**src/rtl/id_fetch_queue_if.sv**
```systemverilog
// Handshake bundle between the imem response path (enq side) and the ID stage (deq side).
interface id_fetch_queue_if #(
  parameter int ORDER_W = 64
);
  logic               enq_valid;
  logic [31:0]        enq_inst;
  logic [31:0]        enq_pc;
  logic [ORDER_W-1:0] enq_order;
  logic               enq_ready;
  logic               deq_ready;
  logic               deq_valid;
  logic [31:0]        deq_inst;
  logic [31:0]        deq_pc;
  logic [ORDER_W-1:0] deq_order;
  logic [4:0]         rs1_s;
  logic [4:0]         rs2_s;

  modport master (
    output enq_valid, enq_inst, enq_pc, enq_order, deq_ready,
    input  enq_ready, deq_valid, deq_inst, deq_pc, deq_order, rs1_s, rs2_s
  );

  modport slave (
    input  enq_valid, enq_inst, enq_pc, enq_order, deq_ready,
    output enq_ready, deq_valid, deq_inst, deq_pc, deq_order, rs1_s, rs2_s
  );
endinterface

```
**src/rtl/id_fetch_queue.sv**
```systemverilog
// IF->ID instruction queue with flush/drain of one stale imem response.
// Optional same-cycle bypass on an empty queue: define ID_FETCH_QUEUE_BYPASS_EN.
module id_fetch_queue #(
  parameter int DEPTH   = 4,
  parameter int ORDER_W = 64
) (
  input  logic                     clk,
  input  logic                     rst,
  input  logic                     flush,
  input  logic                     imem_busy,
  id_fetch_queue_if.slave          bus,
  output logic [$clog2(DEPTH):0]   count
);
  localparam int AW = $clog2(DEPTH);
  localparam int PW = AW + 1;

  localparam logic [0:0] RUN   = 1'b0;
  localparam logic [0:0] DRAIN = 1'b1;

`ifdef ID_FETCH_QUEUE_BYPASS_EN
  localparam bit BYP = 1'b1;
`else
  localparam bit BYP = 1'b0;
`endif

  logic [DEPTH-1:0][31:0]        inst_q;
  logic [DEPTH-1:0][31:0]        pc_q;
  logic [DEPTH-1:0][ORDER_W-1:0] order_q;

  logic [PW-1:0] wr_q, wr_d, rd_q, rd_d;
  logic [0:0]    state_q, state_d;

  logic empty, full, run, byp;
  logic enq_fire, deq_fire, wr_en, rd_en;

  assign run   = (state_q == RUN);
  assign empty = (wr_q == rd_q);
  assign full  = (wr_q[AW-1:0] == rd_q[AW-1:0]) && (wr_q[AW] != rd_q[AW]);
  assign count = wr_q - rd_q;

  // Bypass only ever shows a response the queue would have accepted anyway.
  assign byp = BYP && run && empty && bus.enq_valid && !flush;

  assign bus.enq_ready = run && !full;
  assign bus.deq_valid = (run && !empty) || byp;

  assign enq_fire = bus.enq_valid && bus.enq_ready && !flush;
  assign deq_fire = bus.deq_valid && bus.deq_ready && !flush;
  assign wr_en    = enq_fire && !(byp && bus.deq_ready);
  assign rd_en    = deq_fire && !byp;

  always_comb begin
    wr_d    = wr_q;
    rd_d    = rd_q;
    state_d = state_q;
    if (flush) begin
      wr_d    = '0;
      rd_d    = '0;
      // A second flush while draining still owes exactly one discard.
      state_d = (state_q == DRAIN || imem_busy) ? DRAIN : RUN;
    end else if (state_q == DRAIN) begin
      if (bus.enq_valid) state_d = RUN;
    end else begin
      if (wr_en) wr_d = wr_q + PW'(1);
      if (rd_en) rd_d = rd_q + PW'(1);
    end
  end

  always_ff @(posedge clk) begin
    if (rst) begin
      wr_q    <= '0;
      rd_q    <= '0;
      state_q <= RUN;
    end else begin
      wr_q    <= wr_d;
      rd_q    <= rd_d;
      state_q <= state_d;
    end
  end

  always_ff @(posedge clk) begin
    if (!rst && !flush && wr_en) begin
      inst_q[wr_q[AW-1:0]]  <= bus.enq_inst;
      pc_q[wr_q[AW-1:0]]    <= bus.enq_pc;
      order_q[wr_q[AW-1:0]] <= bus.enq_order;
    end
  end

  always_comb begin
    bus.deq_inst  = '0;
    bus.deq_pc    = '0;
    bus.deq_order = '0;
    if (run && !empty) begin
      bus.deq_inst  = inst_q[rd_q[AW-1:0]];
      bus.deq_pc    = pc_q[rd_q[AW-1:0]];
      bus.deq_order = order_q[rd_q[AW-1:0]];
    end else if (byp) begin
      bus.deq_inst  = bus.enq_inst;
      bus.deq_pc    = bus.enq_pc;
      bus.deq_order = bus.enq_order;
    end
  end

  assign bus.rs1_s = bus.deq_inst[19:15];
  assign bus.rs2_s = bus.deq_inst[24:20];
endmodule

```
**src/flat_wrapper.sv**
```systemverilog
// flat-port wrapper written by rule: the top's interface ports become plain ports
module id_fetch_queue_flat 
#(
  parameter int DEPTH   = 4,
  parameter int ORDER_W = 64
)
  (clk, rst, flush, imem_busy, count, bus_enq_valid, bus_enq_inst, bus_enq_pc, bus_enq_order, bus_deq_ready, bus_enq_ready, bus_deq_valid, bus_deq_inst, bus_deq_pc, bus_deq_order, bus_rs1_s, bus_rs2_s);
  id_fetch_queue_if #(.ORDER_W(ORDER_W)) bus_i ();
  input  logic clk;
  input  logic rst;
  input  logic flush;
  input  logic imem_busy;
  output logic [$clog2(DEPTH):0] count;
  input wire logic [$bits(bus_i.enq_valid)-1:0] bus_enq_valid;
  input wire logic [$bits(bus_i.enq_inst)-1:0] bus_enq_inst;
  input wire logic [$bits(bus_i.enq_pc)-1:0] bus_enq_pc;
  input wire logic [$bits(bus_i.enq_order)-1:0] bus_enq_order;
  input wire logic [$bits(bus_i.deq_ready)-1:0] bus_deq_ready;
  output wire logic [$bits(bus_i.enq_ready)-1:0] bus_enq_ready;
  output wire logic [$bits(bus_i.deq_valid)-1:0] bus_deq_valid;
  output wire logic [$bits(bus_i.deq_inst)-1:0] bus_deq_inst;
  output wire logic [$bits(bus_i.deq_pc)-1:0] bus_deq_pc;
  output wire logic [$bits(bus_i.deq_order)-1:0] bus_deq_order;
  output wire logic [$bits(bus_i.rs1_s)-1:0] bus_rs1_s;
  output wire logic [$bits(bus_i.rs2_s)-1:0] bus_rs2_s;
  assign bus_i.enq_valid = bus_enq_valid;
  assign bus_i.enq_inst = bus_enq_inst;
  assign bus_i.enq_pc = bus_enq_pc;
  assign bus_i.enq_order = bus_enq_order;
  assign bus_i.deq_ready = bus_deq_ready;
  assign bus_enq_ready = bus_i.enq_ready;
  assign bus_deq_valid = bus_i.deq_valid;
  assign bus_deq_inst = bus_i.deq_inst;
  assign bus_deq_pc = bus_i.deq_pc;
  assign bus_deq_order = bus_i.deq_order;
  assign bus_rs1_s = bus_i.rs1_s;
  assign bus_rs2_s = bus_i.rs2_s;
  id_fetch_queue #(.DEPTH(DEPTH), .ORDER_W(ORDER_W)) u_core (.clk(clk), .rst(rst), .flush(flush), .imem_busy(imem_busy), .bus(bus_i), .count(count));
endmodule
```
**config.mk**
```make
export PLATFORM = sky130hd
export DESIGN_NAME = id_fetch_queue_flat
export DESIGN_NICKNAME = d
export VERILOG_FILES = /design/src/rtl/id_fetch_queue_if.sv /design/src/rtl/id_fetch_queue.sv /design/src/flat_wrapper.sv
export SDC_FILE = /design/constraint.sdc
export NUM_CORES = 1
export LEC_CHECK = 0
export CAP_MARGIN = 10
export CORE_UTILIZATION = 40
export DETAILED_ROUTE_END_ITERATION = 8
export PLACE_DENSITY = 0.73
export SKIP_CTS_REPAIR_TIMING = 1
export SYNTH_ARGS = -nofsm -noshare
export SYNTH_HDL_FRONTEND = slang
export SYNTH_SLANG_ARGS = --single-unit
```
**constraint.sdc**
```tcl
create_clock -name clk -period 14.5 [get_ports clk]
set_input_delay 1.45 -clock clk [delete_from_list [all_inputs] [get_ports clk]]
set_output_delay 1.45 -clock clk [all_outputs]
set_load 0.005 [all_outputs]
```
## After elaboration in Yosys (flattened, before gate mapping)

Index checks and enable logic that the tools add are counted.

- Register bits: 519
- Logic and storage cells: 63
- Output and inout port bits: 143
- Input port bits: 134

- Add/subtract/negate cells: 3
- Bitwise operators: 1
- Order comparisons: 3
- Muxes and demuxes: 20
- Equal/unequal tests: 3
- Reductions and logical operators: 18

Operators by type and width:

| kind | number |
|---|---|
| 128-bit bitwise mux | 2 |
| 256-bit bitwise mux | 1 |
| 64-bit two-way mux | 3 |
| 32-bit two-way mux | 5 |
| 32-bit binary-select mux with 2-bit select | 2 |
| 64-bit binary-select mux with 2-bit select | 1 |
| 64-bit demux with 2-bit select | 1 |
| 32-bit demux with 2-bit select | 1 |
| 1-bit logical AND | 10 |
| 3-bit by 1-bit adder with 3-bit output (second input constant) | 2 |
| 2-bit by 3-bit less-than comparator with 1-bit output (second input constant) | 2 |
| 1-bit zero test | 4 |
| 1-bit two-way mux | 4 |
| 2-bit AND reduction | 2 |
| 3-bit equality test | 1 |
| 3-bit subtractor | 1 |
| 2-bit equality test | 1 |
| 2-bit by 1-bit greater-or-equal comparator with 1-bit output (second input constant) | 1 |
| 2-bit OR reduction | 1 |
| 1-bit logical OR | 1 |
| 1-bit != test | 1 |
| 1-bit inverter | 1 |

## Depth between registers and ports, before layout

Gate-level depths: netlist of run 1.

- Depth in word-level cells: 7
- Gate-level depth with buffers: 11

## Worst setup path before layout of run 1

No wires, ideal clock.

- Path type: register -> register
- Start point: register u_core.rd_q[1]
- End point: register u_core.inst_q[0] (netlist bit), enable pin
- Arrival: 4966 ps
- Slack: 9031 ps
- Cell stages (with the launch flop): 9
- Required time: 13997 ps
- Clock period less this slack: 5469 ps
- Library setup time: 503 ps
- Path through: dfxtp_1 > clkbuf_1 > buf_2 > inv_1 > ha_1 > and2_1 > clkbuf_1 > a2111oi_2 > and3_1

- Cells in the longest elaborated chain, start to end: 7

RTL lines:

| element | RTL line | text |
|---|---|---|
| start: declaration | id_fetch_queue.sv:30 | `logic [PW-1:0] wr_q, wr_d, rd_q, rd_d;` |
| start signal: assignment | id_fetch_queue.sv:76 | `rd_q <= rd_d;` |
| 2-bit equality test | id_fetch_queue.sv:38 | `assign full = (wr_q[AW-1:0] == rd_q[AW-1:0]) && (wr_q[AW] != rd_q[AW]);` |
| 1-bit logical AND | id_fetch_queue.sv:38 |  |
| 1-bit zero test | id_fetch_queue.sv:44 | `assign bus.enq_ready = run && !full;` |
| 1-bit logical AND | id_fetch_queue.sv:44 |  |
| 1-bit logical AND (2 in a row) | id_fetch_queue.sv:47 | `assign enq_fire = bus.enq_valid && bus.enq_ready && !flush;` |
| 1-bit logical AND | id_fetch_queue.sv:82 | `if (!rst && !flush && wr_en) begin` |
| end signal: indexed assignment | id_fetch_queue.sv:83 | `inst_q[wr_q[AW-1:0]] <= bus.enq_inst;` |
| end: declaration | id_fetch_queue.sv:26 | `logic [DEPTH-1:0][31:0] inst_q;` |

Every way passes these cells.
A chain may end at the register's enable or synchronous reset.

## Final worst setup path of run 1

- Start point: register u_core.rd_q[0]
- End point: output port bus_deq_order[34]

- Cells in the longest elaborated chain, start to end: 4
- Elaborated cells between the ends (all ways): 6
- Classes of those cells: eq/ne (1); mux (3); reduce/logical (2)

RTL lines:

| element | RTL line | text |
|---|---|---|
| 3-bit equality test | id_fetch_queue.sv:37 | `assign empty = (wr_q == rd_q);` |
| 1-bit zero test | id_fetch_queue.sv:93 | `if (run && !empty) begin` |
| 1-bit logical AND | id_fetch_queue.sv:93 |  |
| 64-bit two-way mux * | id_fetch_queue.sv:93 |  |
| end: declaration | flat_wrapper.sv:23 | `output wire logic [$bits(bus_i.deq_order)-1:0] bus_deq_order;` |

Every way passes the cells marked *; elsewhere a longest branch is shown, timed or not. The select of a mux whose other input is x is not followed.

==> results.py, run 1 <==
metrics = {
    "global_route": {
        "grt_pass1_vias": 9905,
        "grt_usage_pct": 15.59,
        "antenna_found_initial": 5,
        "grt_overflow": 0,
        "grt_pass1_wl_um": 58990,
        "grt_max_degree": 76,
    },
    "die": {
        "die_x_um": 225.3,
        "num_io_pins": 277,
        "coreArea_um2": 49050,
        "start_util_pct": 40.67,
        "dieHeight_um": 225.3,
        "die_area_um2": 50770,
        "rows": 81,
    },
    "synth": {
        "synth_top_area_share_pct": 77.07,
        "synth_area_um2": 19950,
        "yosysWarnings": 0,
        "synth.net_count": 1026,
        "avgSynthCellArea_um2": 22.57,
        "seq_area_frac_synth_pct": 77.78,
        "synth_top_area_cell": "edfxtp_1",
        "synth_cells": 884,
        "synth-seq-cells": 519,
        "yosys-top-cells-area": "edfxtp_1 77%, mux4_2 14%, nor2b_1 4.0%",
        "yosysUniqueCellTypes": 27,
    },
    "timing": {
        "rsz0062_at_grt": "false",
        "timing.setup.tns_ns": 0,
        "hold_violations": 0,
        "finalSetupViolations": 0,
        "final.setup.worst_slack_ns": 8.796,
        "skew_ns": 0.008674,
        "layout_min_cycle_time_ns": 5.704,
        "final_max_slew_viol_count": 0,
        "finalCritPeriodShare_pct": 39.34,
        "max_freq_mhz": 175.3,
        "worst_pin_slew_ns": 1.059,
        "slew_headroom_pct": 29.42,
    },
    "power_and_ir_drop": {
        "power_mw": 3.068,
        "power.density_nw_per_um2": 123.3,
        "seq_power_share_pct": 54.4,
        "leakage_nw": 7.572,
        "ir_worst_vdd_uv": 90.96,
        "swShare_pct": 19.41,
        "pwr-share-comb_pct": 4.9,
        "p_int_mw": 2.472,
        "p_sw_uw": 595.4,
        "p_clk_share_pct": 40.7,
    },
    "worst_setup_path": {
        "worst-path-max-fanout": 75,
        "crit_type": "register to output pin",
        "cp_cell_sequence": "ha_1 > and2_1 > a21o_4 > buf_4 > nor2b_1 > clkdlybuf4s50_1",
        "critPathTopFamily": "buffers and inverters",
        "crit_required_ns": 13.05,
        "worstPathArrival_ns": 4.25,
        "critical-path-slowest-cell": "dfxtp_4",
        "end_kind": "output pin",
        "startpoint_type": "register",
        "max_stage_delay_ns": 1.00,
        "path_buf_inv": 2,
    },
    "hold_path": {
        "hp-class": "register to register",
    },
    "placed_design": {
        "dp_worst_setup_slack_ns": 9.199,
        "post-place-cells": 1783,
        "place_hpwl_um": 23070,
        "place.gp.congestion": 0.7241,
        "io_buffers": 276,
    },
    "drt": {
        "vias_per_cell": 4.996,
        "drt-total-wl_um": 39330,
        "drtPass1Iterations": 4,
        "drc": 0,
        "num_vias": 9352,
        "drt_iter0_drc": 554,
        "wl_per_cell_um": 21.01,
        "ant_nets": 0,
    },
    "layout": {
        "fin_nets": 1316,
        "syn_to_final_growth_pct": 24.77,
        "stdcell_count": 1872,
        "drive_gt1_share_pct": 18.13,
        "final_cell_mix": "512 x edfxtp_1, 276 x clkdlybuf4s50_1, 128 x mux4_2, 128 x nor2b_1, 53 x clkbuf_16",
        "final_common_cell": "edfxtp_1",
        "antenna_cells": 0,
    },
    "clock_network": {
        "htreeDepth": 2,
        "clkTransAtPathRegs_ns": 0.06,
        "cts_buffer_depth": 3,
        "cts-root-buf": "clkbuf_16",
        "clkSinkCount": 519,
        "cts_tree": "done",
        "numCtsBuffers": 53,
        "clock_latency_ns": 0.57,
    },
    "flow_run": {
        "cap_viol_max_count": 0,
    },
    "status": {
        "status": "complete, no violations",
    },
}
[routing by layer]
metal  wire length (um)  GRT usage [%]
met1              16330          19.98
met2              19630          26.06
met3               2433          3.937
met4                876          4.894
met5                 54              0
[Yosys cell counts]
| cell | count |
|---|---|
| and3_1 | 4 |
| xnor2_1 | 2 |
| a211oi_1 | 3 |
| dfxtp_1 | 7 |
| nor2_1 | 1 |
| buf_6 | 11 |
| clkbuf_2 | 1 |
| mux4_2 | 128 |
| nand2_1 | 11 |
| inv_1 | 8 |
| buf_2 | 25 |
| buf_1 | 1 |
| clkbuf_1 | 5 |
| a21oi_1 | 3 |
| a21o_1 | 1 |
| xor2_1 | 1 |
| or3_1 | 3 |
| edfxtp_1 | 512 |
| fa_1 | 1 |
| buf_4 | 11 |
| o21ai_0 | 1 |
| ha_1 | 7 |
| mux2i_1 | 6 |
| nor2b_1 | 128 |
| a2111oi_2 | 1 |
| nand2b_1 | 1 |
| and2_1 | 1 |
[power groups by stage]
| stage | Clock [mW] | Combinational [mW] | Sequential, mW |
|---|---|---|---|
| after global placement | 0 | 0.149 | 1.70 |
| after floorplan | 0 | 0.0551 | 1.70 |
| after CTS | 1.29 | 0.153 | 1.67 |
| after global routing | 1.34 | 0.162 | 1.67 |
| after detailed placement | 0 | 0.152 | 1.70 |
| final | 1.25 | 0.150 | 1.67 |
[worst register-to-register path, delay by kind of cell (launching register included)]
kind	cells	cell delay, ns
compound gates	1	0.58
buf+inv	1	0.71
fa+ha+maj	1	0.40
simple gates	2	0.87
flops	1	1.00
[stage by stage]
step                area [um^2]  utilization, %  hold slack [ns]
finish                    24890           50.74           0.5107
global route              24890           50.74           0.5394
CTS                       24890           50.74           0.5144
detailed placement        23310           47.53           0.5062
global placement          23310           47.53           0.4896
floorplan                 19950               -           0.4688
[cell families after synthesis]
family | after synthesis | share of synthesized area [%]
compound gates | 9 | 0.3261
xor+xnor | 3 | 0.1317
fa+ha+maj | 8 | 0.5394
buf+inv | 62 | 1.951
flops | 519 | 77.78
mux | 134 | 14.75
simple gates | 149 | 4.522
[flip-flops by register name (all words and copies together), names as in the netlist]
signal          flops
u_core.order_q    256
u_core.inst_q     128
u_core.pc_q       128
u_core.rd_q         3
u_core.wr_q         3
u_core.state_q      1
[final timing paths]
path / from / end / slack [ns] / cells past startpoint
max reg2reg: u_core.rd_q[0]$_SDFFE_PP0P_ / u_core.pc_q[27]$_DFFE_PP_ / 10.49 / 5
max: u_core.rd_q[0]$_SDFFE_PP0P_ / bus_deq_order[34] / 8.80 / 6
min: u_core.wr_q[0]$_SDFFE_PP0P_ / u_core.wr_q[0]$_SDFFE_PP0P_ / 0.51 / 2
min reg2reg: u_core.wr_q[0]$_SDFFE_PP0P_ / u_core.wr_q[0]$_SDFFE_PP0P_ / 0.51 / 2
[final cells by class]
type                       instances  area [um^2]
clock buffer                      67         1379
tap                              664        830.8
clock inverter                    22        195.2
timing repair buffer             289         2860
fill                            3968        24160
multi-input combinational        303         4071
sequential                       519        15520
inverter                           8        30.03
(Power assumes the default switching activity.)
==> run 2: changes to the inputs <==
==> constraint.sdc (replaced) <==
create_clock -name clk -period 5.3 [get_ports clk]
set_input_delay 0.53 -clock clk [delete_from_list [all_inputs] [get_ports clk]]
set_output_delay 0.53 -clock clk [all_outputs]
set_load 0.005 [all_outputs]
==> run 2 against run 1 <==
Utilization increased by 0.21 points; sequential share of layout area fell by 0.26 points; critical path depth is the same; clock power grew to 2.7 times the previous value; die area stayed put; critical path type unchanged; worst hold slack improved by 0.0086 ns; highest routed layer unchanged; sequential power rose to 2.7 times the previous value; clock-buffer cell count unchanged.
==> results.py, run 2 (same netlist as run 1, synthesis figures left out) <==
metrics = {
    "timing": {
        "worst_pin_slew_ns": 1.057,
        "final_max_slew_viol_count": 0,
        "layout_min_cycle_time_ns": 4.170,
        "finalCritPeriodShare_pct": 78.67,
        "hold_violations": 0,
        "finalSetupViolations": 0,
        "skew_ns": 0.01761,
        "max_freq_mhz": 239.8,
        "rsz0062_at_grt": "false",
        "timing.setup.tns_ns": 0,
        "final.setup.worst_slack_ns": 1.130,
        "slew_headroom_pct": 29.53,
    },
    "clock_network": {
        "cts-root-buf": "clkbuf_16",
        "clock_latency_ns": 0.58,
        "clkTransAtPathRegs_ns": 0.06,
        "htreeDepth": 2,
        "numCtsBuffers": 52,
        "clkSinkCount": 519,
        "cts_buffer_depth": 3,
        "cts_tree": "done",
    },
    "layout": {
        "final_cell_mix": "512 x edfxtp_1, 276 x clkdlybuf4s50_1, 128 x mux4_2, 128 x nor2b_1, 53 x clkbuf_16",
        "drive_gt1_share_pct": 18.35,
        "largest_register_ff_count": 256,
        "fin_nets": 1317,
        "final_area_um2": 24990,
        "syn_to_final_growth_pct": 25.28,
        "final_common_cell": "edfxtp_1",
        "stdcell_count": 1881,
    },
    "placed_design": {
        "post-place-cells": 1785,
        "place_area_um2": 23390,
        "io_buffers": 276,
        "dp_worst_setup_slack_ns": 1.563,
        "place.gp.congestion": 0.7255,
        "place_hpwl_um": 22880,
    },
    "power_and_ir_drop": {
        "power.density_nw_per_um2": 336.0,
        "ir_worst_vdd_uv": 310.3,
        "leakage_nw": 7.601,
        "power_mw": 8.397,
    },
    "worst_setup_path": {
        "end_kind": "output pin",
        "crit_required_ns": 4.77,
        "worstPathArrival_ns": 3.64,
        "worst-path-max-fanout": 56,
        "crit_type": "register to output pin",
        "startpoint_type": "register",
    },
    "drt": {
        "vias_per_cell": 4.987,
        "drc": 0,
        "ant_nets": 0,
        "drtPass1Iterations": 4,
        "wl_per_cell_um": 21.02,
        "drt-total-wl_um": 39550,
        "drt_iter0_drc": 443,
        "num_vias": 9381,
    },
    "global_route": {
        "grt_pass1_vias": 10092,
        "antenna_found_initial": 4,
        "grt_overflow": 0,
        "grt_usage_pct": 15.74,
        "grt_max_degree": 71,
        "grt_pass1_wl_um": 59230,
    },
    "flow_run": {
        "cap_viol_max_count": 0,
    },
    "die": {
        "dieHeight_um": 225.3,
        "die_x_um": 225.3,
        "num_io_pins": 277,
        "coreArea_um2": 49050,
        "rows": 81,
        "start_util_pct": 40.67,
        "die_area_um2": 50770,
    },
    "status": {
        "status": "complete, no violations",
    },
    "hold_path": {
        "hp-class": "register to register",
    },
}
==> run 2: cell types whose count changed in the layout (fill, tap and decap cells not counted) <==
cell	delta
bufinv_16	-1
clkinv_1	+5
buf_4	-3
clkinv_4	+1
clkinv_2	-1
buf_12	+5
diode_2	+2
clkinvlp_4	+1
clkbuf_8	+2
clkbuf_1	-2
==> run 2: critical path: stages, from the launching register on <==
cell	delay, ns
dfxtp_4	0.75
ha_1	0.25
and2_1	0.28
a21o_4	0.67
buf_4	0.48
nor2b_1	0.13
clkdlybuf4s50_1	0.48
==> run 2: final cells by class <==
type	count	area, um^2
Fill cell	3975	24060
Sequential cell	519	15520
Multi-Input combinational cell	303	4071
Timing Repair Buffer	291	2938
Clock buffer	67	1399
Tap cell	664	830.8
Clock inverter	27	195.2
Inverter	8	30.03
Antenna cell	2	5.005
==> run 2: path summary, 6_finish.rpt <==
path	startpoint	end	slack (ns)	depth (start not counted)
setup reg to reg	u_core.rd_q[0]$_SDFFE_PP0P_	u_core.pc_q[54]$_DFFE_PP_	1.69	5
setup / recovery	u_core.rd_q[0]$_SDFFE_PP0P_	bus_rs2_s[1]	1.13	6
hold / removal	u_core.wr_q[0]$_SDFFE_PP0P_	u_core.wr_q[0]$_SDFFE_PP0P_	0.52	2
hold reg to reg	u_core.wr_q[0]$_SDFFE_PP0P_	u_core.wr_q[0]$_SDFFE_PP0P_	0.52	2
==> run 2: power breakdown <==
part / total (mW) / internal [mW] / switching [mW] / leakage [nW]
Combinational: 0.415 / 0.241 / 0.174 / 2.15
Clock: 3.42 / 1.96 / 1.46 / 0.775
Sequential: 4.56 / 4.55 / 0.0121 / 4.68
Total: 8.40 / 6.75 / 1.65 / 7.60
==> run 2: per-layer routing <==
layer | GRT usage [%] | vias to the layer above | wire, um
li1 | - | 4178 | -
met1 | 18.99 | 4880 | 15700
met5 | 0 | - | 36
met4 | 4.191 | 6 | 730
met2 | 27.54 | 255 | 20350
met3 | 4.550 | 62 | 2723
==> run 2: through the flow <==
step / utilization, % / hold WS (ns)
floorplan: - / 0.4688
global placement: 47.69 / 0.4870
detailed placement: 47.69 / 0.5079
CTS: 50.94 / 0.5190
global route: 50.94 / 0.5449
finish: 50.95 / 0.5192
==> run 3: changes to the inputs <==
==> constraint.sdc (replaced) <==
create_clock -name clk -period 4.2 [get_ports clk]
set_input_delay 0.42 -clock clk [delete_from_list [all_inputs] [get_ports clk]]
set_output_delay 0.42 -clock clk [all_outputs]
set_load 0.005 [all_outputs]
==> run 3 against run 2 <==
Die area unchanged; worst hold slack worse by 0.050 ns; sequential power up 26%; combinational power up 29%; largest power group unchanged; wire length up 1.1%; design area up 0.75%; flip-flop and latch count unchanged; sequential share of layout area down 0.46 points; clock power up 31%; critical path depth up 1.
==> results.py, run 3 (same netlist as run 1, synthesis figures left out) <==
metrics = {
    "clock_network": {
        "htreeDepth": 2,
        "cts-root-buf": "clkbuf_16",
        "numCtsBuffers": 52,
        "clock_latency_ns": 0.59,
        "cts_tree": "done",
        "cts_buffer_depth": 3,
        "clkTransAtPathRegs_ns": 0.06,
        "clkSinkCount": 519,
    },
    "layout": {
        "stdcell_count": 1886,
        "final_common_cell": "edfxtp_1",
        "fin_nets": 1321,
        "final_cell_mix": "512 x edfxtp_1, 276 x clkdlybuf4s50_1, 128 x mux4_2, 128 x nor2b_1, 54 x clkbuf_16",
        "drive_gt1_share_pct": 18.51,
        "n_fill_cell": 3937,
        "multi_input_comb_area_um2": 4071,
        "syn_to_final_growth_pct": 26.22,
        "final_util_pct": 51.33,
        "ff_latch_area_um2": 15520,
        "largest_register_ff_count": 256,
    },
    "timing": {
        "hold_ws_ns": 0.4689,
        "finalSetupViolations": 0,
        "layout_min_cycle_time_ns": 3.722,
        "hold_violations": 0,
        "slew_headroom_pct": 43.03,
        "final_max_slew_viol_count": 0,
        "finalCritPeriodShare_pct": 88.61,
        "rsz0062_at_grt": "false",
        "worst_pin_slew_ns": 0.8545,
        "max_freq_mhz": 268.7,
        "timing.setup.tns_ns": 0,
        "skew_ns": 0.01404,
    },
    "power_and_ir_drop": {
        "power_mw": 10.78,
        "power.density_nw_per_um2": 428.2,
        "ir_worst_vdd_uv": 295.9,
        "leakage_nw": 7.692,
    },
    "worst_setup_path": {
        "reg2reg_depth": 6,
        "crit_required_ns": 3.78,
        "startpoint_type": "register",
        "reg2reg_from": "u_core.wr_q[0]$_SDFFE_PP0P_",
        "end_kind": "output pin",
        "worstPathArrival_ns": 3.30,
        "worst-path-max-fanout": 39,
        "rrSetupSlack_ns": 1.27,
        "crit_type": "register to output pin",
        "r2r_end": "u_core.pc_q[9]$_DFFE_PP_",
    },
    "drt": {
        "drtPass1Iterations": 4,
        "drc": 0,
        "num_vias": 9432,
        "ant_nets": 0,
        "vias_per_cell": 5.001,
        "drt_iter0_drc": 501,
        "drt-total-wl_um": 39980,
        "wl_per_cell_um": 21.20,
    },
    "global_route": {
        "antenna_found_initial": 5,
        "grt_usage_pct": 15.91,
        "grt_pass1_vias": 10261,
        "grt_overflow": 0,
        "grt_pass1_wl_um": 60310,
        "grt_max_degree": 132,
    },
    "die": {
        "coreArea_um2": 49050,
        "start_util_pct": 40.67,
        "rows": 81,
        "die_x_um": 225.3,
        "num_io_pins": 277,
        "dieHeight_um": 225.3,
        "die_area_um2": 50770,
    },
    "flow_run": {
        "cap_viol_max_count": 0,
    },
    "status": {
        "status": "complete, no violations",
    },
    "placed_design": {
        "post-place-cells": 1789,
        "io_buffers": 276,
        "place.gp.congestion": 0.6994,
        "place_hpwl_um": 22600,
    },
    "hold_path": {
        "hold_start": "bus_enq_order[18]",
        "hold_end": "u_core.order_q[82]$_DFFE_PP_",
        "worstHoldPathCells": 1,
        "hp-class": "input pin to register",
    },
}
run 3: cell count changes in the layout (fill, tap and decap cells not counted):
cell / change
clkbuf_1: -3
clkbuf_8: -2
bufinv_16: +3
clkinv_8: +1
clkinv_2: +3
inv_6: -2
diode_2: -1
clkinvlp_4: -3
buf_12: +7
clkbuf_16: +1
buf_4: -3
clkinv_1: +6
clkinv_4: -2
run 3: per-stage QoR:
stage	cell area [um^2]	setup WS, ns
after global routing	25180	0.2442
after detailed placement	23510	1.025
after floorplan	19950	0.1855
after CTS	25180	0.3791
final	25180	0.4784
after global placement	23510	1.164
run 3: how the worst max path moves through the flow:
stage	slack [ns]	startpoint	cells after the start	to
after CTS	0.38	u_core.wr_q[0]$_SDFFE_PP0P_	7	bus_deq_inst[19]
after global placement	1.16	u_core.wr_q[0]$_SDFFE_PP0P_	7	bus_rs2_s[1]
after global routing	0.24	u_core.wr_q[0]$_SDFFE_PP0P_	7	bus_deq_inst[19]
after detailed placement	1.02	u_core.wr_q[0]$_SDFFE_PP0P_	7	bus_deq_inst[19]
final	0.48	u_core.wr_q[0]$_SDFFE_PP0P_	7	bus_deq_inst[19]
after floorplan	0.19	u_core.rd_q[1]$_SDFFE_PP0P_	8	u_core.inst_q[0]$_DFFE_PP_
run 3: routing by layer:
metal  vias up  wire length (um)  global-route usage [%]  share of wire, %
met5         -                53                       0              0.13
met1      4887             16280                   19.90                41
li1       4189                 -                       -                 -
met3        63              2486                   3.755               6.2
met4         8               832                   5.552               2.1
met2       285             20320                   27.08                51
run 3: critical path, cell delays in order (launching register included):
cell,delay (ns)
dfxtp_1,0.39
inv_1,0.11
ha_1,0.30
and2_1,0.28
a21o_4,0.52
buf_4,0.45
nor2b_1,0.14
clkdlybuf4s50_1,0.49
run 3: final cells by class:
cell class,instances,share of cell area (%)
Clock buffer,63,5.501
Sequential cell,519,61.65
Tap cell,664,3.300
Clock inverter,33,1.118
Inverter,8,0.1193
Multi-Input combinational cell,303,16.17
Timing Repair Buffer,295,12.13
Antenna cell,1,0.009938
run 3: where the power goes:
group / internal, mW / switching (mW)
combinational: 0.309 / 0.225
clock: 2.64 / 1.85
sequential: 5.74 / 0.0124
